**config.mk**
```make
export PLATFORM = sky130hd
export DESIGN_NAME = fifo_rr_sched
export DESIGN_NICKNAME = d
export VERILOG_FILES = /design/src/rtl/fifo_rr_sched_pkg.sv /design/src/rtl/fifo_rr_sched_rr_pick.sv /design/src/rtl/fifo_rr_sched.sv
export SDC_FILE = /design/constraint.sdc
export NUM_CORES = 1
export LEC_CHECK = 0
export BUFFER_PORTS_ARGS = -buffer_cell sky130_fd_sc_hd__buf_2
export CAP_MARGIN = 5
export CELL_PAD_IN_SITES_DETAIL_PLACEMENT = 1
export CELL_PAD_IN_SITES_GLOBAL_PLACEMENT = 1
export CORE_MARGIN = 10
export CORE_UTILIZATION = 35
export CTS_CLUSTER_SIZE = 28
export DETAILED_ROUTE_END_ITERATION = 10
export HOLD_SLACK_MARGIN = 0.06
export PLACE_DENSITY_LB_ADDON = 0.08
export SYNTH_ARGS = -nofsm -noshare
export SYNTH_HDL_FRONTEND = slang
export SYNTH_SLANG_ARGS = --single-unit
```
**constraint.sdc**
```tcl
create_clock -name clk -period 2.3 [get_ports clk]
set_input_delay 0.115 -clock clk [delete_from_list [all_inputs] [get_ports clk]]
set_output_delay 0.115 -clock clk [all_outputs]
set_load 0.02 [all_outputs]
```
**src/rtl/fifo_rr_sched_pkg.sv**
```systemverilog
// Shared types and constants for the fifo_rr_sched egress scheduler.
// Used by both the default build and the SCHED_STATS_EN build.
package sched_pkg;

  typedef enum logic [1:0] {
    IDLE  = 2'd0,
    SERVE = 2'd1,
    STALL = 2'd2,
    ERROR = 2'd3
  } state_t;

  localparam int CNT_W     = 8;
  localparam int BURST_MAX = 15;

  function automatic int burst_cnt_w(input int burst);
    return $clog2(burst + 1);
  endfunction

  // Sized for the largest allowed burst so BURST can change without touching the counter.
  localparam int BURST_CNT_W = burst_cnt_w(BURST_MAX);

  typedef logic [BURST_CNT_W-1:0] burst_cnt_t;

  function automatic logic [CNT_W-1:0] sat_inc(input logic [CNT_W-1:0] v);
    return (&v) ? v : v + 1'b1;
  endfunction

endpackage

```
**src/rtl/fifo_rr_sched_rr_pick.sv**
```systemverilog
// Combinational round-robin picker: returns the first set request at or after ptr,
// wrapping modulo N.
module rr_pick #(
  parameter int N     = 4,
  parameter int IDX_W = $clog2(N)
) (
  input  logic [N-1:0]     req,
  input  logic [IDX_W-1:0] ptr,
  output logic [IDX_W-1:0] idx,
  output logic             found
);

  logic [IDX_W-1:0] cand;

  // Scan from the farthest offset down so the nearest requester is written last.
  always_comb begin
    idx   = '0;
    found = 1'b0;
    cand  = '0;
    for (int i = N - 1; i >= 0; i--) begin
      cand = IDX_W'((int'(ptr) + i) % N);
      if (req[cand]) begin
        idx   = cand;
        found = 1'b1;
      end
    end
  end

endmodule

```
**src/rtl/fifo_rr_sched.sv**
```systemverilog
// Round-robin scheduler sharing one egress FIFO between NUM_IN ingress FIFOs.
// Define SCHED_STATS_EN to add per-source saturating forward counters on fwd_cnt.
//
// state | meaning
// IDLE  | no source granted, arbitrating
// SERVE | granted source being drained, up to BURST pops
// STALL | egress almost full, grant and burst count held
// ERROR | egress overflow trapped, only reset exits
module fifo_rr_sched
  import sched_pkg::*;
#(
  parameter int NUM_IN = 4,
  parameter int DATA_W = 10,
  parameter int BURST  = 4
) (
  input  logic                       clk,
  input  logic                       reset,
  input  logic [NUM_IN-1:0]          fifo_empty,
  input  logic [NUM_IN*DATA_W-1:0]   fifo_data,
  input  logic                       out_almost_full,
  input  logic                       out_full,
  output logic [NUM_IN-1:0]          pop,
  output logic                       push_out,
  output logic [DATA_W-1:0]          data_out,
  output logic [$clog2(NUM_IN)-1:0]  grant_id,
  output logic                       active,
  output logic                       error_out
`ifdef SCHED_STATS_EN
  ,
  output logic [NUM_IN*CNT_W-1:0]    fwd_cnt
`endif
);

  localparam int IDX_W = $clog2(NUM_IN);

  state_t           state, nxt_state;
  logic [IDX_W-1:0] rr_ptr, nxt_ptr, nxt_grant;
  logic [IDX_W-1:0] grant_inc, pick_ptr, pick_idx;
  burst_cnt_t       burst_cnt, nxt_burst;
  logic             pick_found, pop_ok, last_pop, grant_end, err_now, flush;
  logic [NUM_IN-1:0] req;

  logic             p1_vld;
  logic [IDX_W-1:0] p1_src;
  logic [DATA_W-1:0] src_word [NUM_IN];

  for (genvar g = 0; g < NUM_IN; g++) begin : g_split
    assign src_word[g] = fifo_data[g*DATA_W +: DATA_W];
  end

  assign req       = ~fifo_empty;
  assign grant_inc = (grant_id == IDX_W'(NUM_IN - 1)) ? '0 : grant_id + 1'b1;
  // On grant end the search starts past the current grant, so it is re-picked only as a last resort.
  assign pick_ptr  = (state == SERVE) ? grant_inc : rr_ptr;
  assign pop_ok    = ~fifo_empty[grant_id] & ~out_almost_full;
  assign last_pop  = pop_ok & (burst_cnt == burst_cnt_t'(BURST - 1));
  assign grant_end = fifo_empty[grant_id] | last_pop;
  assign err_now   = push_out & out_full;
  assign flush     = err_now | (state == ERROR);

  rr_pick #(
    .N     (NUM_IN),
    .IDX_W (IDX_W)
  ) u_rr_pick (
    .req   (req),
    .ptr   (pick_ptr),
    .idx   (pick_idx),
    .found (pick_found)
  );

  always_ff @(posedge clk or posedge reset) begin
    if (reset) begin
      state     <= IDLE;
      grant_id  <= '0;
      rr_ptr    <= '0;
      burst_cnt <= '0;
    end else begin
      state     <= nxt_state;
      grant_id  <= nxt_grant;
      rr_ptr    <= nxt_ptr;
      burst_cnt <= nxt_burst;
    end
  end

  always_comb begin
    nxt_state = state;
    nxt_grant = grant_id;
    nxt_ptr   = rr_ptr;
    nxt_burst = burst_cnt;
    case (state)
      IDLE: begin
        if (pick_found) begin
          nxt_state = SERVE;
          nxt_grant = pick_idx;
          nxt_burst = '0;
        end
      end
      SERVE: begin
        // Grant end is checked before back-pressure so a final pop always rotates.
        if (grant_end) begin
          nxt_ptr = grant_inc;
          if (pick_found) begin
            nxt_state = SERVE;
            nxt_grant = pick_idx;
            nxt_burst = '0;
          end else begin
            nxt_state = IDLE;
          end
        end else if (out_almost_full) begin
          nxt_state = STALL;
        end else if (pop_ok) begin
          nxt_burst = burst_cnt + 1'b1;
        end
      end
      STALL: begin
        if (!out_almost_full) nxt_state = SERVE;
      end
      ERROR: begin
        nxt_state = ERROR;
      end
    endcase
    if (err_now) nxt_state = ERROR;
  end

  always_comb begin
    pop = '0;
    if (state == SERVE && pop_ok) pop[grant_id] = 1'b1;
  end

  assign active = (state == SERVE);

  // Two-stage datapath: source index travels with the word so grant changes are safe.
  always_ff @(posedge clk or posedge reset) begin
    if (reset) begin
      p1_vld    <= 1'b0;
      p1_src    <= '0;
      push_out  <= 1'b0;
      data_out  <= '0;
      error_out <= 1'b0;
    end else begin
      p1_vld   <= (|pop) & ~flush;
      p1_src   <= grant_id;
      push_out <= p1_vld & ~flush;
      if (p1_vld & ~flush) data_out <= src_word[p1_src];
      if (err_now) error_out <= 1'b1;
    end
  end

`ifdef SCHED_STATS_EN
  logic [IDX_W-1:0] p2_src;
  logic [CNT_W-1:0] cnt [NUM_IN];

  always_ff @(posedge clk or posedge reset) begin
    if (reset) begin
      p2_src <= '0;
      for (int i = 0; i < NUM_IN; i++) cnt[i] <= '0;
    end else begin
      if (p1_vld & ~flush) p2_src <= p1_src;
      if (push_out) cnt[p2_src] <= sat_inc(cnt[p2_src]);
    end
  end

  for (genvar g = 0; g < NUM_IN; g++) begin : g_fwd
    assign fwd_cnt[g*CNT_W +: CNT_W] = cnt[g];
  end
`endif

endmodule

```
==> metrics.cfg <==
[logic_synthesis]
avgSynthCellArea_sq_um = 12.6
synth_edf_count = 0
synth_cell_types = 31
ys_ff_latch = 25
synth_ff_type = dfrtp_1
ys_warn_count = 0
synth-async-reset-ratio_pct = 100
syn_area_sq_um = 1470
syn-num-nets = 170
synth_seq_area_share_pct = 42.6
netlist_instances = 117

[placed_design]
port-buffer-count = 66
dp_hpwl_mm = 3.42
gp_congestion = 0.725
place_area_sq_um = 1860
place_ws_ns = 0.353

[worst_hold_path]
hold_path.class = in -> reg
holdPathStages = 3

[clocking]
cts_root_buffer = clkbuf_8
ctsHtreeMaxLevel = 1
post_cts.repair.setup_buffers = 0
clk_pin_slew_ns = 0.09
numCtsBuffers = 3
cts_sinks = 25
clockBufferDepth = 2
cts_tree = done
insertion_delay_ns = 0.27

[status]
outcome = finished, final reports clean

[pwr]
switchingPower_mw = 0.879
combPwrFrac_pct = 52.4
power_density_nw_per_um2 = 1130
ir_drop_mv = 0.412
clkPwrFrac_pct = 12.3
power_frac_seq_pct = 35.3
switching_share_pct = 40.4
leakagePower_nw = 0.967
p_int_mw = 1.30

[critical_path]
ff2ff_path_depth = 3
crit_type = reg -> out
worstPathRequired_ns = 2.18
worst-path-max-fanout = 8
worstPathArrival_ns = 1.97
start_kind = flip-flop
end_kind = primary output

[flow_run]
cap_violations = 0

[detailed_routing]
routed.top_layer = met4
wl_met1_mm = 1.59
first_pass_iters = 2
met2WireLength_mm = 2.18
drt-total-wl_mm = 4.03
vias = 1197
via_per_inst = 5.05
ant_nets = 0
drc = 0
post_drt_wl_per_cell_microns = 17.0
route.met3.wl_microns = 238
drt_iter0_drc = 15

[floorplan]
rows = 23
io_pins = 67
die_width_microns = 84.8
die_y_microns = 84.8
die_area_sq_um = 7190
start_util_pct = 36.5
core_sq_um = 4030

[cells_and_area]
area_growth_pct = 31.0
nNetsFinal = 241
nFillCells = 468
diodes = 0
final_cell_area_sq_um = 1920
layout-drive-gt1-share_pct = 56.1

[global_routing]
antenna_found_initial = 0
first_global_vias = 1426
grt_max_degree = 26
grt_pass1_wl_mm = 6.90
grt_usage_pct = 11.5
overflow = 0

[timing]
worstMarginPinSlew_ns = 0.467
fin_ws_ns = 0.211
slew_violations = 0
hold_violations = 0
rsz0062_at_grt = false
layout_min_cycle_time_ns = 2.09
setup_viol = 0
max_freq_mhz = 479
tns_ns = 0
slew_headroom_pct = 68.8
skew_ns = 0.00247
finalCritPeriodShare_pct = 90.8

==> cell families (layout without fill, tap and decap cells) <==
logic type               Yosys count  after routing  synth area share (%)
AND/OR/NAND/NOR                   34             34                  13.6
multiplexers                      25             25                  27.6
flip-flops                        25             25                  42.6
AO/OA/AOI/OAI                     19             19                  9.54
buffers and inverters              9             79                  2.38
adder cells (fa/ha/maj)            5              5                  4.26
==> per-layer routing <==
metal  vias to the layer above  track usage, %
met3                         2            3.48
li1                        575               -
met1                       591            12.4
met5                         -               0
met2                        29            21.2
met4                         0            2.69
==> repair_timing <==
item / CTS / global route
hold buffers: 1 / 0
endpoints found under the setup margin: 0 / 4
hold endpoints to repair: 25 / 0
resized for setup: 0 / 1
==> path summary, 6_finish.rpt <==
check | start | slack (ns) | end
setup / recovery | grant_id[0] | 0.21 | pop[3]
hold / removal | out_full | 0.11 | error_out
setup reg to reg | grant_id[0] | 0.43 | rr_ptr[0]
hold reg to reg | error_out | 0.47 | error_out
max in group asynchronous | reset | 1.60 | grant_id[0]
min in group asynchronous | reset | 0.44 | data_out[8]
==> flip-flops by register name (all words and copies together), names as in the netlist <==
name,count
data_out,10
burst_cnt,4
grant_id,2
p1_src,2
rr_ptr,2
state,2
error_out,1
p1_vld,1
push_out,1
==> stage by stage <==
step                      instances  hold WS [ns]  total power, mW  util, %
after global routing            237         0.135             2.38     47.8
after global placement          232         0.181             1.89     46.3
after CTS                       237         0.101             2.22     47.7
after detailed placement        232         0.194             1.95     46.3
after floorplan                 117         0.142             1.59        -
final                           237         0.110             2.18     47.8
==> Yosys cell counts (all sizes together), types with 2 or more instances <==
cell    instances  area share (%)
a21o            2             1.0
a21oi           3             1.0
and2            6             2.6
clkbuf          2            0.51
dfrtp          25              43
ha              5             4.3
inv             6             1.5
mux2           14              11
mux4           11              17
nand2          10             2.6
nand2b          3             1.8
nand3           3             1.0
nor2            5             1.3
o21ai           6             2.0
o41ai           3             2.3
==> cells in the final DEF (no fill, tap or decap), types with 2 or more instances in the layout <==
master | netlist | final
mux4_2 | 11 | 11
and2_1 | 6 | 6
a21oi_1 | 3 | 3
nand3_1 | 3 | 3
mux2_2 | 14 | 14
o21ai_1 | 2 | 2
buf_4 | 0 | 2
nand2_1 | 10 | 10
clkbuf_8 | 0 | 3
nor2_1 | 5 | 5
a21o_1 | 2 | 2
nand2b_1 | 2 | 2
ha_1 | 5 | 5
o21ai_0 | 4 | 4
inv_1 | 6 | 6
buf_2 | 1 | 66
dfrtp_1 | 25 | 24
o41ai_1 | 2 | 2
==> critical path, cell delays in order (launching register included) <==
cell and delay, ns:
dfrtp_2 0.46, mux4_2 0.59, nor3_4 0.31, and2_1 0.17, buf_2 0.17
==> power groups by stage <==
stage	registers [mW]	logic [mW]	clock network, mW
2_1_floorplan	0.864	0.727	0
3_3_place_gp	0.762	1.13	0
3_5_place_dp	0.782	1.17	0
4_1_cts	0.772	1.17	0.280
5_1_grt	0.807	1.27	0.302
6_report	0.769	1.14	0.268
==> final cells by class <==
class,instances,area (sq um),area share [%]
Tap cell,50,62.6,3.25
Timing Repair Buffer,69,355,18.5
Sequential cell,25,627,32.6
Inverter,6,22.5,1.17
Clock inverter,1,7.51,0.390
Multi-Input combinational cell,83,808,42.0
Clock buffer,3,41.3,2.15
(Power assumes the default switching activity.)
